===== src/rtl/dec_gpr_scoreboard_if.sv =====
// Decode/scoreboard/GPR-writeback bundle: issue request, load and divide
// returns, and the two registered GPR write ports.
interface dec_gpr_scoreboard_if #(
    parameter int TAG_W = 2
);
    logic             issue_valid;
    logic             issue_rs1_en;
    logic [4:0]       issue_rs1;
    logic             issue_rs2_en;
    logic [4:0]       issue_rs2;
    logic             issue_rd_en;
    logic [4:0]       issue_rd;
    logic             issue_nbload;
    logic             issue_div;
    logic [TAG_W-1:0] issue_tag;
    logic             issue_stall;

    logic             ld_ret_valid;
    logic [TAG_W-1:0] ld_ret_tag;
    logic [31:0]      ld_ret_data;

    logic             div_ret_valid;
    logic [31:0]      div_ret_data;
    logic             div_flush;

    logic             wen1;
    logic [4:0]       waddr1;
    logic [31:0]      wd1;
    logic             wen2;
    logic [4:0]       waddr2;
    logic [31:0]      wd2;

    logic             sb_idle;
    logic             sb_err;

    // Decode/LSU/divider side: drives requests and returns, sees stall and writes
    modport master (
        output issue_valid, issue_rs1_en, issue_rs1, issue_rs2_en, issue_rs2,
               issue_rd_en, issue_rd, issue_nbload, issue_div, issue_tag,
               ld_ret_valid, ld_ret_tag, ld_ret_data,
               div_ret_valid, div_ret_data, div_flush,
        input  issue_stall, wen1, waddr1, wd1, wen2, waddr2, wd2,
               sb_idle, sb_err
    );

    // Scoreboard side
    modport slave (
        input  issue_valid, issue_rs1_en, issue_rs1, issue_rs2_en, issue_rs2,
               issue_rd_en, issue_rd, issue_nbload, issue_div, issue_tag,
               ld_ret_valid, ld_ret_tag, ld_ret_data,
               div_ret_valid, div_ret_data, div_flush,
        output issue_stall, wen1, waddr1, wd1, wen2, waddr2, wd2,
               sb_idle, sb_err
    );
endinterface


===== src/rtl/dec_gpr_scoreboard.sv =====
// GPR scoreboard for non-blocking loads and the single outstanding divide.
// Stalls decode on RAW/WAW hazards and registers returning results onto
// GPR write port 1 (loads) and port 2 (divide).
module dec_gpr_scoreboard #(
    parameter int NTAGS = 4,
    parameter int TAG_W = 2
) (
    input logic                 clk,
    input logic                 rst,
    dec_gpr_scoreboard_if.slave sb
);
    // Bit 0 is held at zero so x0 can be indexed without ever hazarding.
    logic [31:0]      busy;
    logic [31:0]      busy_nxt;
    logic [NTAGS-1:0] tag_vld;
    logic [4:0]       tag_rd [NTAGS];
    logic             div_vld;
    logic [4:0]       div_rd;

    logic             wen1_q;
    logic [4:0]       waddr1_q;
    logic [31:0]      wd1_q;
    logic             wen2_q;
    logic [4:0]       waddr2_q;
    logic [31:0]      wd2_q;
    logic             err_q;

    logic [TAG_W-1:0] iss_tag;
    logic [TAG_W-1:0] ret_tag;
    logic [4:0]       ld_rd;
    logic             stall;
    logic             accept;
    logic             track_rd;
    logic             ld_alloc;
    logic             div_alloc;
    logic             ld_hit;
    logic             ld_err;
    logic             div_hit;
    logic             div_err;

    assign iss_tag   = sb.issue_tag;
    assign ret_tag   = sb.ld_ret_tag;
    assign ld_rd     = tag_rd[ret_tag];

    assign stall     = sb.issue_valid &
                       ((sb.issue_rs1_en & busy[sb.issue_rs1]) |
                        (sb.issue_rs2_en & busy[sb.issue_rs2]) |
                        (sb.issue_rd_en  & busy[sb.issue_rd])  |
                        (sb.issue_nbload & tag_vld[iss_tag])   |
                        (sb.issue_div    & div_vld));
    assign accept    = sb.issue_valid & ~stall;
    assign track_rd  = sb.issue_rd_en & (sb.issue_rd != 5'd0);
    assign ld_alloc  = accept & sb.issue_nbload;
    assign div_alloc = accept & sb.issue_div & track_rd;

    assign ld_hit    = sb.ld_ret_valid & tag_vld[ret_tag];
    assign ld_err    = sb.ld_ret_valid & ~tag_vld[ret_tag];
    // A return racing a flush belongs to the killed divide and is dropped quietly.
    assign div_hit   = sb.div_ret_valid & ~sb.div_flush & div_vld;
    assign div_err   = sb.div_ret_valid & ~sb.div_flush & ~div_vld;

    // Load tag table: free on a valid return, allocate on an accepted nbload
    always_ff @(posedge clk) begin
        if (rst) begin
            tag_vld <= '0;
            for (int i = 0; i < NTAGS; i++) begin
                tag_rd[i] <= 5'd0;
            end
        end else begin
            if (ld_hit) begin
                tag_vld[ret_tag] <= 1'b0;
            end
            if (ld_alloc) begin
                tag_vld[iss_tag] <= 1'b1;
                tag_rd[iss_tag]  <= sb.issue_rd_en ? sb.issue_rd : 5'd0;
            end
        end
    end

    // Single outstanding divide: allocate on accept, retire on return or flush
    always_ff @(posedge clk) begin
        if (rst) begin
            div_vld <= 1'b0;
            div_rd  <= 5'd0;
        end else if (div_alloc) begin
            div_vld <= 1'b1;
            div_rd  <= sb.issue_rd;
        end else if (div_hit || sb.div_flush) begin
            div_vld <= 1'b0;
        end
    end

    // Busy bits clear on the edge the GPR captures the write, set on new tracked issue
    always_comb begin
        busy_nxt = busy;
        if (wen1_q) begin
            busy_nxt[waddr1_q] = 1'b0;
        end
        if (wen2_q) begin
            busy_nxt[waddr2_q] = 1'b0;
        end
        if (sb.div_flush && div_vld) begin
            busy_nxt[div_rd] = 1'b0;
        end
        if ((ld_alloc && track_rd) || div_alloc) begin
            busy_nxt[sb.issue_rd] = 1'b1;
        end
        busy_nxt[0] = 1'b0;
    end

    // Busy register
    always_ff @(posedge clk) begin
        if (rst) begin
            busy <= '0;
        end else begin
            busy <= busy_nxt;
        end
    end

    // Port 1: one-cycle registration of returning load data; x0 loads never write
    always_ff @(posedge clk) begin
        if (rst) begin
            wen1_q   <= 1'b0;
            waddr1_q <= 5'd0;
            wd1_q    <= 32'd0;
        end else begin
            wen1_q <= ld_hit & (ld_rd != 5'd0);
            if (ld_hit) begin
                waddr1_q <= ld_rd;
                wd1_q    <= sb.ld_ret_data;
            end
        end
    end

    // Port 2: one-cycle registration of the returning divide result
    always_ff @(posedge clk) begin
        if (rst) begin
            wen2_q   <= 1'b0;
            waddr2_q <= 5'd0;
            wd2_q    <= 32'd0;
        end else begin
            wen2_q <= div_hit;
            if (div_hit) begin
                waddr2_q <= div_rd;
                wd2_q    <= sb.div_ret_data;
            end
        end
    end

    // Sticky error for returns that match nothing outstanding
    always_ff @(posedge clk) begin
        if (rst) begin
            err_q <= 1'b0;
        end else if (ld_err || div_err) begin
            err_q <= 1'b1;
        end
    end

    assign sb.issue_stall = stall;
    assign sb.wen1        = wen1_q;
    assign sb.waddr1      = waddr1_q;
    assign sb.wd1         = wd1_q;
    assign sb.wen2        = wen2_q;
    assign sb.waddr2      = waddr2_q;
    assign sb.wd2         = wd2_q;
    assign sb.sb_err      = err_q;
    assign sb.sb_idle     = ~(|busy) & ~(|tag_vld) & ~div_vld;
endmodule

===== src/flat_wrapper.sv =====
// flat-port wrapper written by rule: the top's interface ports become plain ports
module dec_gpr_scoreboard_flat 
#(
    parameter int NTAGS = 4,
    parameter int TAG_W = 2
)
  (clk, rst, sb_issue_valid, sb_issue_rs1_en, sb_issue_rs1, sb_issue_rs2_en, sb_issue_rs2, sb_issue_rd_en, sb_issue_rd, sb_issue_nbload, sb_issue_div, sb_issue_tag, sb_ld_ret_valid, sb_ld_ret_tag, sb_ld_ret_data, sb_div_ret_valid, sb_div_ret_data, sb_div_flush, sb_issue_stall, sb_wen1, sb_waddr1, sb_wd1, sb_wen2, sb_waddr2, sb_wd2, sb_sb_idle, sb_sb_err);
  dec_gpr_scoreboard_if #(.TAG_W(TAG_W)) sb_i ();
  input logic clk;
  input logic rst;
  input wire logic [$bits(sb_i.issue_valid)-1:0] sb_issue_valid;
  input wire logic [$bits(sb_i.issue_rs1_en)-1:0] sb_issue_rs1_en;
  input wire logic [$bits(sb_i.issue_rs1)-1:0] sb_issue_rs1;
  input wire logic [$bits(sb_i.issue_rs2_en)-1:0] sb_issue_rs2_en;
  input wire logic [$bits(sb_i.issue_rs2)-1:0] sb_issue_rs2;
  input wire logic [$bits(sb_i.issue_rd_en)-1:0] sb_issue_rd_en;
  input wire logic [$bits(sb_i.issue_rd)-1:0] sb_issue_rd;
  input wire logic [$bits(sb_i.issue_nbload)-1:0] sb_issue_nbload;
  input wire logic [$bits(sb_i.issue_div)-1:0] sb_issue_div;
  input wire logic [$bits(sb_i.issue_tag)-1:0] sb_issue_tag;
  input wire logic [$bits(sb_i.ld_ret_valid)-1:0] sb_ld_ret_valid;
  input wire logic [$bits(sb_i.ld_ret_tag)-1:0] sb_ld_ret_tag;
  input wire logic [$bits(sb_i.ld_ret_data)-1:0] sb_ld_ret_data;
  input wire logic [$bits(sb_i.div_ret_valid)-1:0] sb_div_ret_valid;
  input wire logic [$bits(sb_i.div_ret_data)-1:0] sb_div_ret_data;
  input wire logic [$bits(sb_i.div_flush)-1:0] sb_div_flush;
  output wire logic [$bits(sb_i.issue_stall)-1:0] sb_issue_stall;
  output wire logic [$bits(sb_i.wen1)-1:0] sb_wen1;
  output wire logic [$bits(sb_i.waddr1)-1:0] sb_waddr1;
  output wire logic [$bits(sb_i.wd1)-1:0] sb_wd1;
  output wire logic [$bits(sb_i.wen2)-1:0] sb_wen2;
  output wire logic [$bits(sb_i.waddr2)-1:0] sb_waddr2;
  output wire logic [$bits(sb_i.wd2)-1:0] sb_wd2;
  output wire logic [$bits(sb_i.sb_idle)-1:0] sb_sb_idle;
  output wire logic [$bits(sb_i.sb_err)-1:0] sb_sb_err;
  assign sb_i.issue_valid = sb_issue_valid;
  assign sb_i.issue_rs1_en = sb_issue_rs1_en;
  assign sb_i.issue_rs1 = sb_issue_rs1;
  assign sb_i.issue_rs2_en = sb_issue_rs2_en;
  assign sb_i.issue_rs2 = sb_issue_rs2;
  assign sb_i.issue_rd_en = sb_issue_rd_en;
  assign sb_i.issue_rd = sb_issue_rd;
  assign sb_i.issue_nbload = sb_issue_nbload;
  assign sb_i.issue_div = sb_issue_div;
  assign sb_i.issue_tag = sb_issue_tag;
  assign sb_i.ld_ret_valid = sb_ld_ret_valid;
  assign sb_i.ld_ret_tag = sb_ld_ret_tag;
  assign sb_i.ld_ret_data = sb_ld_ret_data;
  assign sb_i.div_ret_valid = sb_div_ret_valid;
  assign sb_i.div_ret_data = sb_div_ret_data;
  assign sb_i.div_flush = sb_div_flush;
  assign sb_issue_stall = sb_i.issue_stall;
  assign sb_wen1 = sb_i.wen1;
  assign sb_waddr1 = sb_i.waddr1;
  assign sb_wd1 = sb_i.wd1;
  assign sb_wen2 = sb_i.wen2;
  assign sb_waddr2 = sb_i.waddr2;
  assign sb_wd2 = sb_i.wd2;
  assign sb_sb_idle = sb_i.sb_idle;
  assign sb_sb_err = sb_i.sb_err;
  dec_gpr_scoreboard #(.NTAGS(NTAGS), .TAG_W(TAG_W)) u_core (.clk(clk), .rst(rst), .sb(sb_i));
endmodule

===== config.mk =====
export PLATFORM = sky130hd
export DESIGN_NAME = dec_gpr_scoreboard_flat
export DESIGN_NICKNAME = d
export VERILOG_FILES = /design/src/rtl/dec_gpr_scoreboard_if.sv /design/src/rtl/dec_gpr_scoreboard.sv /design/src/flat_wrapper.sv
export SDC_FILE = /design/constraint.sdc
export NUM_CORES = 1
export LEC_CHECK = 0
export CAP_MARGIN = 5
export CORE_MARGIN = 4
export CORE_UTILIZATION = 43
export DETAILED_ROUTE_END_ITERATION = 12
export PLACE_DENSITY = 0.79
export RECOVER_POWER = 100
export SYNTH_ARGS = -nofsm -noshare
export SYNTH_HDL_FRONTEND = slang
export SYNTH_SLANG_ARGS = --single-unit

===== constraint.sdc =====
create_clock -name clk -period 7.8 [get_ports clk]
set_input_delay 1.95 -clock clk [delete_from_list [all_inputs] [get_ports clk]]
set_output_delay 1.95 -clock clk [all_outputs]
set_load 0.02 [all_outputs]

==> metrics.md <==
| Metric | Value |
|---|---|
| Kind of critical path | in -> out |
| Max-slew violation total from the final report | 78 |
| Setup TNS Final | 0 ps |
| Number of storage elements in the synthesis netlist | 138 |
| Final Instance Area | 0.00931 mm² |
| Simple-gate share of the synthesized area | 22.8% |
| Leakage power | 0.00333 µW |
| Most frequent cells in the layout | nand2_1 (204), dfxtp_1 (118), clkdlybuf4s50_1 (89), dlygate4sd3_1 (82), a21oi_1 (75) |
| Startpoint of the lowest-slack hold path | u_core.sb.wd2[11] |
| Post-synth EDFFs | 20 |
| Max-slew headroom at the worst pin | -12.6% |
| Worst VDD drop | 141 µV |
| WL/cell | 19.3 µm |
| Diode count | 0 |
| Detailed Route WL | 22,400 µm |
| Combined area of all synthesized cells | 0.00691 mm² |
| Max Clock Skew | 14.1 ps |
| Overflow left after global routing | 0 |
| Transition time of the tightest slew-check pin | 1690 ps |
| Number of H-tree branching levels | 4 |
| Core region area | 0.0158 mm² |
| Compound-gate portion of the synthesized area | 19.1% |
| P&R area growth vs syn | 34.8% |
| Worst hold slack | 447 ps |
| Number of gates resized after cts | 0 |
| Total of max-cap violations | 2 |
| Number of nets still failing antenna checks after routing | 0 |
| Placement Cell Area | 0.00869 mm² |
| Post-layout minimum cycle time | 7320 ps |
| Synth top area cells | dfxtp_1 (34%), nand2_1 (11%), edfxtp_1 (8.7%) |
| Worst path arrival time | 5370 ps |
| Highest net fanout along the worst path | 17 |
| Vias in the first global route | 6,193 |
| Via density | 5.81 |
| CTS tree | yes |
| Combinational family with the most area after synthesis | simple AND/OR/NAND/NOR gates |
| Max clock buf depth | 2 |
| Die Area | 0.0182 mm² |
| Post-Synthesis Net Count | 893 |
| Io pins | 173 |
| Setup repair after global routing missed its margin | no |
| Most frequent standard cell in the layout excluding fill and tap cells | nand2_1 |
| Worst-path clk slew | 60 ps |
| Synth Flop Type | dfxtp_1 |
| Mux cell area share after synthesis | 10.8% |
| DRC viols | 0 |
| Die height | 135 µm |
| Final #Nets | 1,026 |
| Horizontal die dimension | 135 µm |
| Via count | 6,741 |
| Placer's final routability congestion estimate | 0.941 |
| Global-route wire length before repair | 34,300 µm |
| Adder and majority cell fraction of the synthesized area | 0% |
| Setup-violating endpoint count in the final report | 0 |
| Cells after synthesis | 799 |
| Sequential-to-total area share from yosys stat | 42.9% |
| Placed cell count | 1,129 |
| Share of cells above drive strength 1 | 7.72% |
| Post-Synthesis Mean Instance Area | 8.64 µm² |
| Starting DRC count in detailed routing | 570 |
| Capturing element type of the critical path | output port |
| Number of antenna violations at the first check in global routing | 0 |
| Number of optimization iterations in the first detailed-route pass | 7 |
| Number of buffers added by the clock tree synthesis step | 17 |
| Proportion of register bits with asynchronous set or reset after synthesis | 0% |
| Count of clock tree sinks | 138 |
| Later-pin clock latency in the skew report | 420 ps |
| Count of distinct cell types in the synthesized netlist | 52 |
| Yosys warning total | 0 |
| Share of the synthesized netlist area taken by xor and xnor gates | 0% |
| Clock root cell | clkbuf_16 |
| Endpoints failing hold | 0 |
| Total half-perimeter wirelength after legalization and detailed placement | 16,100 µm |
| Hold WC Path Type | reg -> reg |
| Critical path launch point type | primary input |
| Pwr dens | 190 mW/mm² |
| Worst Setup SP | sb_issue_rd[2] |
| Standard-cell rows | 46 |
| Highest achievable clock rate | 137 MHz |
| Number of standard cells in the final layout excluding fillers | 1,161 |
| Number of buffers added on ports | 172 |
| Pin count of the biggest net entering global routing | 81 |
| Share of the clock period used by the worst path | 93.9% |
| Number of hold buffers added after cts | 0 |
| Endpoint required time on the critical path | 5850 ps |
| Result of the run | finished, violations left |
| Worst reg2reg startpoint | u_core.busy[2] |
| Area fraction of the dominant cell type after synthesis | 34.2% |
| Global Route Usage Sum | 24.0% |
| Fraction of the core area covered by cells at the end of the flow | 58.8% |
| Post-synthesis cell type with the largest combined area | dfxtp_1 |
| Buffer count from post-CTS setup fixing | 0 |
| Starting density of the core | 43.6% |
| Violated checks | capacitance limit, slew limit |
-- stage by stage --
step                total power [µW]  setup WS, ps
global route                    1830           353
CTS                             1780           755
finish                          1770           479
global placement                 910           788
floorplan                        833          1890
detailed placement               911           754
-- sequential cells by signal, indices dropped and copies added (netlist names) --
name              cells
u_core.busy          31
u_core.div_rd         5
u_core.div_vld        1
u_core.sb.sb_err      1
u_core.sb.waddr1      5
u_core.sb.waddr2      5
u_core.sb.wd1        32
u_core.sb.wd2        32
u_core.sb.wen1        1
u_core.sb.wen2        1
u_core.tag_rd        20
u_core.tag_vld        4
-- critical path, cell delays in order --
cell and delay, ps:
dlygate4sd3_1 740, and3_1 360, a32o_1 230, or4_1 520, a221oi_1 470, o21a_1 200, nand3_1 90, and2_1 170
dlygate4sd3_1 640
-- final cells by class --
class | instances | area [µm²]
Fill cell | 1362 | 6520
Multi-Input combinational cell | 587 | 3620
Sequential cell | 138 | 2960
Timing Repair Buffer | 183 | 1780
Clock buffer | 21 | 504
Tap cell | 216 | 270
Clock inverter | 11 | 150
Inverter | 5 | 18.8
-- synth_stat cells, types with 7 or more instances --
cell type / n
a22oi_1: 33
nand3_1: 10
mux2i_1: 24
buf_2: 7
nor3b_1: 13
nor3_1: 11
o31ai_1: 13
o21ai_0: 27
buf_1: 10
nand3b_1: 12
dfxtp_1: 118
o2111ai_1: 31
mux4_2: 19
nand2_1: 204
nor2_1: 21
nor4_1: 24
and3b_1: 7
clkbuf_1: 49
edfxtp_1: 20
a21oi_1: 75
-- metal layers --
metal	wire length [µm]	global-route usage (%)	share of wire [%]
met3	2240	6.67	10
met4	918	9.56	4.1
met1	8870	30.7	40
met5	0	0	0
met2	10300	38.6	46
-- final timing paths --
path,endpoint,slack (ps),cells past startpoint
min reg2reg,u_core.sb.wd2[11],450,2
max reg2reg,u_core.tag_rd[1][2],3820,8
min,u_core.sb.wd2[11],450,2
max,sb_issue_stall,480,9
-- logic make-up after synthesis --
kind of cell,Yosys count
AND/OR/NAND/NOR,335
AO/OA/AOI/OAI,202
flip-flops,138
buffers and inverters,74
multiplexers,50
-- where the power goes --
| part | internal, µW | switching [µW] | total, µW |
|---|---|---|---|
| sequential | 730 | 7.20 | 737 |
| combinational | 74.2 | 81.0 | 155 |
| clock | 563 | 311 | 874 |
| total | 1370 | 399 | 1770 |
Power figures use the tool's default switching activity.
==> edit (same flow settings) <==
`TAG_W` is set to 2 in 3 places; all go to 4.
--- a/src/rtl/dec_gpr_scoreboard_if.sv
+++ b/src/rtl/dec_gpr_scoreboard_if.sv
@@ -1,7 +1,7 @@
 // Decode/scoreboard/GPR-writeback bundle: issue request, load and divide
 // returns, and the two registered GPR write ports.
 interface dec_gpr_scoreboard_if #(
-    parameter int TAG_W = 2
+    parameter int TAG_W = 4
 );
     logic             issue_valid;
     logic             issue_rs1_en;
--- a/src/rtl/dec_gpr_scoreboard.sv
+++ b/src/rtl/dec_gpr_scoreboard.sv
@@ -3,7 +3,7 @@
 // GPR write port 1 (loads) and port 2 (divide).
 module dec_gpr_scoreboard #(
     parameter int NTAGS = 4,
-    parameter int TAG_W = 2
+    parameter int TAG_W = 4
 ) (
     input logic                 clk,
     input logic                 rst,
--- a/src/flat_wrapper.sv
+++ b/src/flat_wrapper.sv
@@ -2,7 +2,7 @@
 module dec_gpr_scoreboard_flat 
 #(
     parameter int NTAGS = 4,
-    parameter int TAG_W = 2
+    parameter int TAG_W = 4
 )
   (clk, rst, sb_issue_valid, sb_issue_rs1_en, sb_issue_rs1, sb_issue_rs2_en, sb_issue_rs2, sb_issue_rd_en, sb_issue_rd, sb_issue_nbload, sb_issue_div, sb_issue_tag, sb_ld_ret_valid, sb_ld_ret_tag, sb_ld_ret_data, sb_div_ret_valid, sb_div_ret_data, sb_div_flush, sb_issue_stall, sb_wen1, sb_waddr1, sb_wd1, sb_wen2, sb_waddr2, sb_wd2, sb_sb_idle, sb_sb_err);
   dec_gpr_scoreboard_if #(.TAG_W(TAG_W)) sb_i ();
Ports: changed (resized sb_issue_tag and sb_ld_ret_tag); port bits go from 173 to 177. The function was not compared with the original's and may differ.
==> edit against the original RTL <==
- the flow still finishes with violations (capacitance limit, slew limit)
- design area barely moved
- power fell by 3.6%
- sequential cell count did not move
- area after synthesis rose by 0.22%
- worst setup slack improved by 600 ps
- first-iteration DRC count rose by 14%
- utilization barely moved
- wire length rose by 0.82%
- largest cell class unchanged
==> edit: results (changes against the original RTL) <==
Status
  – Status: finished, violations left (unchanged)
  – Violated checks: capacitance limit, slew limit (unchanged)

Layout
  – Non-CTS buffers: 183 (unchanged)
  – Multi-input combinational cell count: 583 (was 587)
  – Multi-input logic area: 0.00363 sq mm (was 0.00362 sq mm)
  – FILL cells: 1382 (was 1362)
  – Clock Network Area Fraction: 0.0655 (was 0.0703)
  – Inverters: 8 (was 5)
  – Post-Layout Cell Count: 1159 (was 1161)
  – Final net count: 1029 (was 1026)
  – NonClk Buf Share: 0.193 (was 0.192)
  – Final core occ: 0.588 (about the same)
  – Layout cell share with drive strength beyond 1: 0.0679 (was 0.0772)
  – Clock buffer count: 19 (was 21)
  – Fraction of area in registers: 0.318 (about the same)

Worst setup path
  – CP arrival: 4770 ps (was 5370 ps)
  – R2R setup slack: 3070 ps (was 3820 ps)
  – Critical Path Max Stage Delay: 940 ps (was 740 ps)

Synth
  – Mapped Avg Cell Area: 8.68 sq um (was 8.64 sq um)
  – Async S/R FF share, synth: 0 (unchanged)
  – Post-synthesis mux area share: 0.115 (was 0.108)
  – Distinct cells, synth: 53 (was 52)
  – Sequential-to-total area share from yosys stat: 0.428 (was 0.429)
  – Synth Area in Compound Gates: 0.197 (was 0.191)
  – Synth cell count leaders: nand2_1, dfxtp_1, a21oi_1 (unchanged)
  – Cells after Synth: 797 (was 799)
  – Synth Area in Adders: 0 (unchanged)
  – Net Count, Synth: 895 (was 893)
  – Synth top area cells: dfxtp_1, nand2_1, edfxtp_1 (unchanged)

Global routing
  – Largest net degree at the start of global routing: 84 (was 81)
  – First-pass GRT wire length: 34400 um (was 34300 um)
  – GR Util All Layers: 0.241 (was 0.240)
  – Vias in the first global route: 6261 (was 6193)

Timing
  – FMAX: 149 MHz (was 137 MHz)
  – Fin Hold WS: 449 ps (was 447 ps)
  – Fin. max-slew vios: 138 (was 78)
  – Worst Skew: 13.3 ps (was 14.1 ps)
  – Rel. slew slack: -0.593 (was -0.126)

Power and ir drop
  – Pwr/cell area: 183 mW/mm^2 (was 190 mW/mm^2)
  – Leak Pwr: 0.00330 uW (was 0.00333 uW)
  – P_seq: 737 uW (about the same)
  – Int Pwr: 1310 uW (was 1370 uW)
  – Combinational power share: 0.086 (was 0.088)
  – VDD IR max: 0.000138 V (was 0.000141 V)

Detailed routing
  – Wire length per cell: 19.4 um (was 19.3 um)
  – Detailed-router iteration count before antenna repair: 8 (was 7)
  – 1st-iter DRT viols: 652 (was 570)
  – Total number of vias: 6784 (was 6741)

Placement
  – Area after DPL: 0.00872 sq mm (was 0.00869 sq mm)
  – RePlAce Congestion: 0.933 (was 0.941)
  – Post-detail-place hpwl: 15900 um (was 16100 um)
  – Post-Place Setup Slack: 1180 ps (was 754 ps)
  – Dpl cells: 1128 (was 1129)
  – Port bufs: 176 (was 172)

Run
  – Max-cap violation count: 3 (was 2)

Die
  – # rows: 46 (unchanged)
[edit: cell count changes after synthesis, sizes merged, moves of 4 or more]
cell / before / now
nand2: 204 / 200
nor4: 24 / 10
or3b: 6 / 0
nor3: 11 / 29
nand3b: 12 / 5
inv: 4 / 8
o41ai: 2 / 10
o21ai: 29 / 19
o22ai: 4 / 0
[edit: routing by layer]
layer  global-route usage  up-vias  share of wire
li1                     -     3210              -
met1                0.310     3105           0.40
met2                0.387      409           0.46
met3               0.0689       60           0.11
met4               0.0928        0          0.030
met5                    0        -              0
[edit: path summary, 6_finish.rpt]
kind                startpoint                  end  cells past startpoint
max reg2reg    u_core.busy[15]  u_core.tag_rd[1][4]                      7
min reg2reg  u_core.sb.wd2[18]    u_core.sb.wd2[18]                      2
min          u_core.sb.wd2[18]    u_core.sb.wd2[18]                      2
max             sb_issue_rd[0]       sb_issue_stall                      8
